File: config.mk
export PLATFORM = sky130hd
export DESIGN_NAME = kb_guess_entry
export DESIGN_NICKNAME = d
export VERILOG_FILES = /design/src/rtl/kb_entry_pkg.sv /design/src/rtl/kb_press_detect.sv /design/src/rtl/kb_guess_entry.sv
export SDC_FILE = /design/constraint.sdc
export NUM_CORES = 1
export LEC_CHECK = 0
export ABC_CLOCK_PERIOD_IN_PS = 2900
export BUFFER_PORTS_ARGS = -buffer_cell sky130_fd_sc_hd__buf_2
export CORE_UTILIZATION = 53
export DETAILED_ROUTE_END_ITERATION = 10
export GPL_TIMING_DRIVEN = 1
export PLACE_DENSITY = 0.81
export SLEW_MARGIN = 20
export SYNTH_ARGS = -nofsm -noshare
export SYNTH_HDL_FRONTEND = slang
export SYNTH_HIERARCHICAL = 1
export SYNTH_SLANG_ARGS = --single-unit
File: constraint.sdc
create_clock -name clk -period 2.9 [get_ports clk]
set_clock_uncertainty 0.2 [all_clocks]
set_input_delay 0.29 -clock clk [delete_from_list [all_inputs] [get_ports clk]]
set_output_delay 0.29 -clock clk [all_outputs]
set_load 0.005 [all_outputs]
File: src/rtl/kb_entry_pkg.sv
// Shared types and helpers for the guess-entry buffer: FSM states, press event kinds,
// and a lowest-set-bit encoder used to turn a symbol key vector into a code.
package kb_entry_pkg;

    typedef enum logic [1:0] {
        ENTRY = 2'd0,
        FULL  = 2'd1,
        OFFER = 2'd2
    } state_t;

    typedef enum logic [1:0] {
        EV_NONE = 2'd0,
        EV_SYM  = 2'd1,
        EV_DEL  = 2'd2,
        EV_ENT  = 2'd3
    } ev_t;

    localparam int MAX_SYMBOLS = 256;

    // Index of the lowest set bit; 0 when the vector is empty.
    function automatic int lowest_set(input logic [MAX_SYMBOLS-1:0] vec);
        int idx;
        idx = 0;
        for (int i = MAX_SYMBOLS - 1; i >= 0; i--) begin
            if (vec[i]) begin
                idx = i;
            end
        end
        return idx;
    endfunction

endpackage

File: src/rtl/kb_press_detect.sv
// Turns held key levels into single press events (rising edge of "any key held")
// and decodes them by priority del > enter > lowest symbol index.
module kb_press_detect
    import kb_entry_pkg::*;
#(
    parameter int NUM_SYMBOLS = 8,
    parameter int CODE_W      = 3
) (
    input  logic                   clk,
    input  logic                   resetn,
    input  logic [NUM_SYMBOLS-1:0] sym_key_i,
    input  logic                   del_key_i,
    input  logic                   ent_key_i,
    output ev_t                    ev_type_o,
    output logic [CODE_W-1:0]      ev_code_o
);

    logic                   any_now;
    logic                   any_prev_q;
    logic                   press;
    logic [MAX_SYMBOLS-1:0] sym_ext;

    assign any_now = (|sym_key_i) | del_key_i | ent_key_i;
    assign press   = any_now & ~any_prev_q;
    assign sym_ext = MAX_SYMBOLS'(sym_key_i);

    // Resetting to 1 makes a key held across reset look "already pressed".
    always_ff @(posedge clk) begin
        if (resetn) begin
            any_prev_q <= 1'b1;
        end else begin
            any_prev_q <= any_now;
        end
    end

    always_comb begin
        ev_type_o = EV_NONE;
        ev_code_o = CODE_W'(lowest_set(sym_ext));
        if (press) begin
            if (del_key_i) begin
                ev_type_o = EV_DEL;
            end else if (ent_key_i) begin
                ev_type_o = EV_ENT;
            end else begin
                ev_type_o = EV_SYM;
            end
        end
    end

endmodule

File: src/rtl/kb_guess_entry.sv
// Multi-slot guess entry FSM: collects NUM_SLOTS symbol codes, supports delete/enter,
// and offers the finished guess over valid/ready. Define KB_ENTRY_NODUP_EN to refuse duplicate symbols.
module kb_guess_entry
    import kb_entry_pkg::*;
#(
    parameter int  NUM_SLOTS   = 4,
    parameter int  NUM_SYMBOLS = 8,
    parameter int  CODE_W      = 3,
    localparam int CNT_W       = $clog2(NUM_SLOTS + 1)
) (
    input  logic                          clk,
    input  logic                          resetn,
    input  logic [NUM_SYMBOLS-1:0]        sym_key,
    input  logic                          del_key,
    input  logic                          ent_key,
    output logic [NUM_SLOTS*CODE_W-1:0]   guess,
    output logic                          guess_valid,
    input  logic                          guess_ready,
    output logic [CNT_W-1:0]              slot_count,
    output logic                          reject
);

    state_t             state_q, state_d;
    logic [CNT_W-1:0]   count_q, count_d;
    logic               reject_q, reject_d;
    logic [CODE_W-1:0]  slot_q [NUM_SLOTS];
    logic [CODE_W-1:0]  slot_d [NUM_SLOTS];
    ev_t                ev_type;
    logic [CODE_W-1:0]  ev_code;
    logic               dup;

    kb_press_detect #(
        .NUM_SYMBOLS (NUM_SYMBOLS),
        .CODE_W      (CODE_W)
    ) u_press (
        .clk       (clk),
        .resetn    (resetn),
        .sym_key_i (sym_key),
        .del_key_i (del_key),
        .ent_key_i (ent_key),
        .ev_type_o (ev_type),
        .ev_code_o (ev_code)
    );

`ifdef KB_ENTRY_NODUP_EN
    always_comb begin
        dup = 1'b0;
        for (int k = 0; k < NUM_SLOTS; k++) begin
            if ((CNT_W'(k) < count_q) && (slot_q[k] == ev_code)) begin
                dup = 1'b1;
            end
        end
    end
`else
    assign dup = 1'b0;
`endif

    always_comb begin
        state_d  = state_q;
        count_d  = count_q;
        reject_d = 1'b0;
        for (int k = 0; k < NUM_SLOTS; k++) begin
            slot_d[k] = slot_q[k];
        end

        case (state_q)
            ENTRY: begin
                case (ev_type)
                    EV_SYM: begin
                        if (dup) begin
                            reject_d = 1'b1;
                        end else begin
                            for (int k = 0; k < NUM_SLOTS; k++) begin
                                if (CNT_W'(k) == count_q) begin
                                    slot_d[k] = ev_code;
                                end
                            end
                            count_d = count_q + 1'b1;
                            if (count_d == CNT_W'(NUM_SLOTS)) begin
                                state_d = FULL;
                            end
                        end
                    end
                    EV_DEL: begin
                        if (count_q == '0) begin
                            reject_d = 1'b1;
                        end else begin
                            count_d = count_q - 1'b1;
                            for (int k = 0; k < NUM_SLOTS; k++) begin
                                if (CNT_W'(k) == count_d) begin
                                    slot_d[k] = '0;
                                end
                            end
                        end
                    end
                    EV_ENT:  reject_d = 1'b1;
                    default: ;
                endcase
            end
            FULL: begin
                case (ev_type)
                    EV_SYM: reject_d = 1'b1;
                    EV_DEL: begin
                        count_d                = count_q - 1'b1;
                        slot_d[NUM_SLOTS-1]    = '0;
                        state_d                = ENTRY;
                    end
                    EV_ENT:  state_d = OFFER;
                    default: ;
                endcase
            end
            OFFER: begin
                // Presses are dropped silently while the guess is on offer.
                if (guess_ready) begin
                    for (int k = 0; k < NUM_SLOTS; k++) begin
                        slot_d[k] = '0;
                    end
                    count_d = '0;
                    state_d = ENTRY;
                end
            end
            default: state_d = ENTRY;
        endcase
    end

    always_ff @(posedge clk) begin
        if (resetn) begin
            state_q  <= ENTRY;
            count_q  <= '0;
            reject_q <= 1'b0;
            for (int k = 0; k < NUM_SLOTS; k++) begin
                slot_q[k] <= '0;
            end
        end else begin
            state_q  <= state_d;
            count_q  <= count_d;
            reject_q <= reject_d;
            for (int k = 0; k < NUM_SLOTS; k++) begin
                slot_q[k] <= slot_d[k];
            end
        end
    end

    generate
        for (genvar gi = 0; gi < NUM_SLOTS; gi++) begin : g_pack
            assign guess[gi*CODE_W +: CODE_W] = slot_q[gi];
        end
    endgenerate

    assign guess_valid = (state_q == OFFER);
    assign slot_count  = count_q;
    assign reject      = reject_q;

endmodule

==> results by group <==
Detailed routing
  • Post-route antenna net violation count: 0
  • Final wirelength: 3046 µm
  • Vias per cell: 5.856
  • Top Metal Used: met4
  • WL met2: 1566 µm
  • DRC Markers: 0
  • Vias after detailed routing: 1183
  • Met3 WL: 121 µm
  • Metal-1 WL: 1312 µm
  • First-pass iteration count of the detailed router: 4
  • DR iter-0 viols: 41
  • WL per Instance: 15.08 µm

Logic synthesis
  • Adder-cell share of the synthesized area: 0.1052
  • Yosys reg bits: 19
  • Main combinational cell family by area after synthesis: simple AND/OR/NAND/NOR gates
  • Synth Flop Type: dfxtp_1
  • Largest area contributor in the netlist: dfxtp_1
  • Cell variety after synth: 39
  • Post-Syn Nets: 169
  • Asr flop ratio synth: 0
  • Sequential area share after synthesis: 0.2906
  • Post-Syn Area: 1309 µm²
  • Syn Area/Cell: 9.026 µm²
  • Post-synth EDFFs: 0
  • Synth Area in XOR/XNOR: 0.01338
  • Yosys top cell area share: 0.2906
  • Synthesized instance count: 145
  • Synth area leaders: dfxtp_1 (29%), ha_1 (11%), mux2i_1 (9.9%), nand2b_1 (6.2%), a21oi_1 (3.4%)
  • Yosys warns: 6
  • Synth Area in Compound Gates: 0.1692
  • Simple-gate area share of the yosys netlist: 0.2782
  • Multiplexer area fraction after synthesis: 0.1080

Die
  • Starting Density: 0.5750
  • Die Y: 51.69 µm
  • I/O pins: 30
  • Die ar.: 2672 µm²
  • Rows: 17
  • Core Area: 2276 µm²
  • Die Wd: 51.69 µm

Worst setup path
  • Crit path arrival time: 2.42 ns
  • Slowest cell on crit path: dfxtp_1
  • Required time of the worst setup path: 2.95 ns
  • CP max stage delay: 0.47 ns
  • Bufs and invs on worst path: 1
  • Top Family by Delay on Critical Path: flip-flops
  • Worst Setup Start Kind: register
  • Endpoint class of the critical path: register
  • CP max FO: 6
  • CP Class: register to register
  • Worst path cell trace: inv_1, ha_1, xnor2_1, a21oi_1, nor4_4, mux2i_1

Placement
  • Hpwl dp: 2222 µm
  • Worst slack, placed: 0.3976 ns
  • I/O Buffers: 29
  • Global placement routability congestion: 0.8291
  • Placed insts: 198

Power
  • Total Power: 0.4367 mW
  • Cell leakage power: 0.6396 nW
  • Pwr Density: 291.1 nW/µm²
  • Max VDD drop: 234.4 µV

Clock tree
  • TritonCTS buffer count: 3
  • Later-pin clock latency in the skew report: 0.31 ns
  • Clock Pin Slew Worst Setup and Hold Paths: 0.12 ns
  • Num Clock Sinks: 19
  • Clock Path Buffers: 2
  • Setup bufs post-CTS: 0
  • Gates resized, CTS repair: 0
  • Clock Tree Root: clkbuf_4
  • Hold buffer count at cts: 0
  • CTS tree: yes
  • H-tree levels: 1

Timing
  • Final setup margin: 0.5295 ns
  • Final hold vios: 0
  • Worst-Margin Slew: 0.6462 ns
  • Final setup vio count: 0
  • Max Fclk: 421.9 MHz
  • Min Clock Period, post-route: 2.370 ns
  • Final Max Slew Viols: 0
  • Rel. slew slack: 0.5676
  • Crit share post-route: 0.8174
  • TNS Setup: 0 ns
  • RSZ-0062 raised after global routing: false

Global route
  • Gr ovfl total: 0
  • Initial antenna violation count: 0
  • Largest net degree at the start of global routing: 22
  • First-pass GRT wire length: 4954 µm
  • Vias in the first global route: 1077
  • GRT Resource Usage Total: 0.2522

Finish
  • Non-Filler Instances: 202
  • Area growth syn-to-layout: 14.63%
  • Fin nets: 199
  • Commonest cells after routing, fill and taps aside: buf_2 (29), dfxtp_1 (19), nand2b_1 (13), mux2i_1 (13), nand2_1 (12)
  • Layout cell share with drive strength beyond 1: 0.2414
  • Ant. Diodes: 0
  • Most common cell after layout, fill and taps aside: buf_2

Worst hold path
  • HP Class: primary input to register

Flow run
  • Max Cap Viol: 0

Status
  • Status: finished, final reports clean
-- per-layer routing --
| metal | track usage | vias up |
|---|---|---|
| met2 | 0.4286 | 44 |
| met1 | 0.3082 | 560 |
| met5 | 0 | - |
| li1 | - | 572 |
| met4 | 0.1306 | 0 |
| met3 | 0.03216 | 7 |
-- cell type report --
class	count	area, µm²
Timing Repair Buffer	29	145.1
Clock buffer	3	22.52
Sequential cell	19	380.4
Fill cell	180	775.7
Multi-Input combinational cell	114	882.1
Clock inverter	1	5.005
Inverter	8	30.03
Tap cell	28	35.03
-- cell families after synthesis --
group	count (synthesis)
multiplexers	14
flip-flops	19
buffers and inverters	12
AND/OR/NAND/NOR	58
AO/OA/AOI/OAI	29
XOR/XNOR	2
adder cells (fa/ha/maj)	11
-- per-stage QoR --
stage / area (µm²) / hold WS [ns] / utilization
after floorplan: 1309 / 0.1939 / -
after global placement: 1473 / 0.2575 / 0.6471
after detailed placement: 1473 / 0.2611 / 0.6471
after CTS: 1500 / 0.007327 / 0.6592
after global routing: 1500 / 0.01704 / 0.6592
final: 1500 / 0.01403 / 0.6592
-- cell usage after synthesis (all sizes together) (4+ instances only) --
master	number
dfxtp	19
nand2b	14
mux2i	13
nand2	12
ha	11
a21oi	9
nor2	9
inv	8
nor2b	6
nor3	4
nor4	4
-- power breakdown --
| part | switching [mW] | total (mW) | internal (mW) |
|---|---|---|---|
| clock network | 0.0925 | 0.144 | 0.0515 |
| registers | 0.0000357 | 0.261 | 0.261 |
| logic | 0.0185 | 0.0317 | 0.0131 |
| total | 0.111 | 0.437 | 0.326 |
-- flip-flops by register name, indices dropped and copies added (netlist names) --
register / count
slot_q: 12
slot_count: 3
state_q: 2
reject: 1
u_press/any_prev_q: 1
-- path summary, 6_finish.rpt --
| path | startpoint | slack, ns | depth (start not counted) | to |
|---|---|---|---|---|
| setup / recovery | slot_count[1]$_SDFFE_PP0P_ | 0.53 | 6 | slot_q[2][0]$_SDFFE_PP0P_ |
| hold / removal | del_key | 0.01 | 2 | u_press/any_prev_q$_SDFF_PP1_ |
| setup reg to reg | slot_count[1]$_SDFFE_PP0P_ | 0.53 | 6 | slot_q[2][0]$_SDFFE_PP0P_ |
| hold reg to reg | slot_q[1][0]$_SDFFE_PP0P_ | 0.28 | 2 | slot_q[1][0]$_SDFFE_PP0P_ |
(Power assumes the default switching activity.)
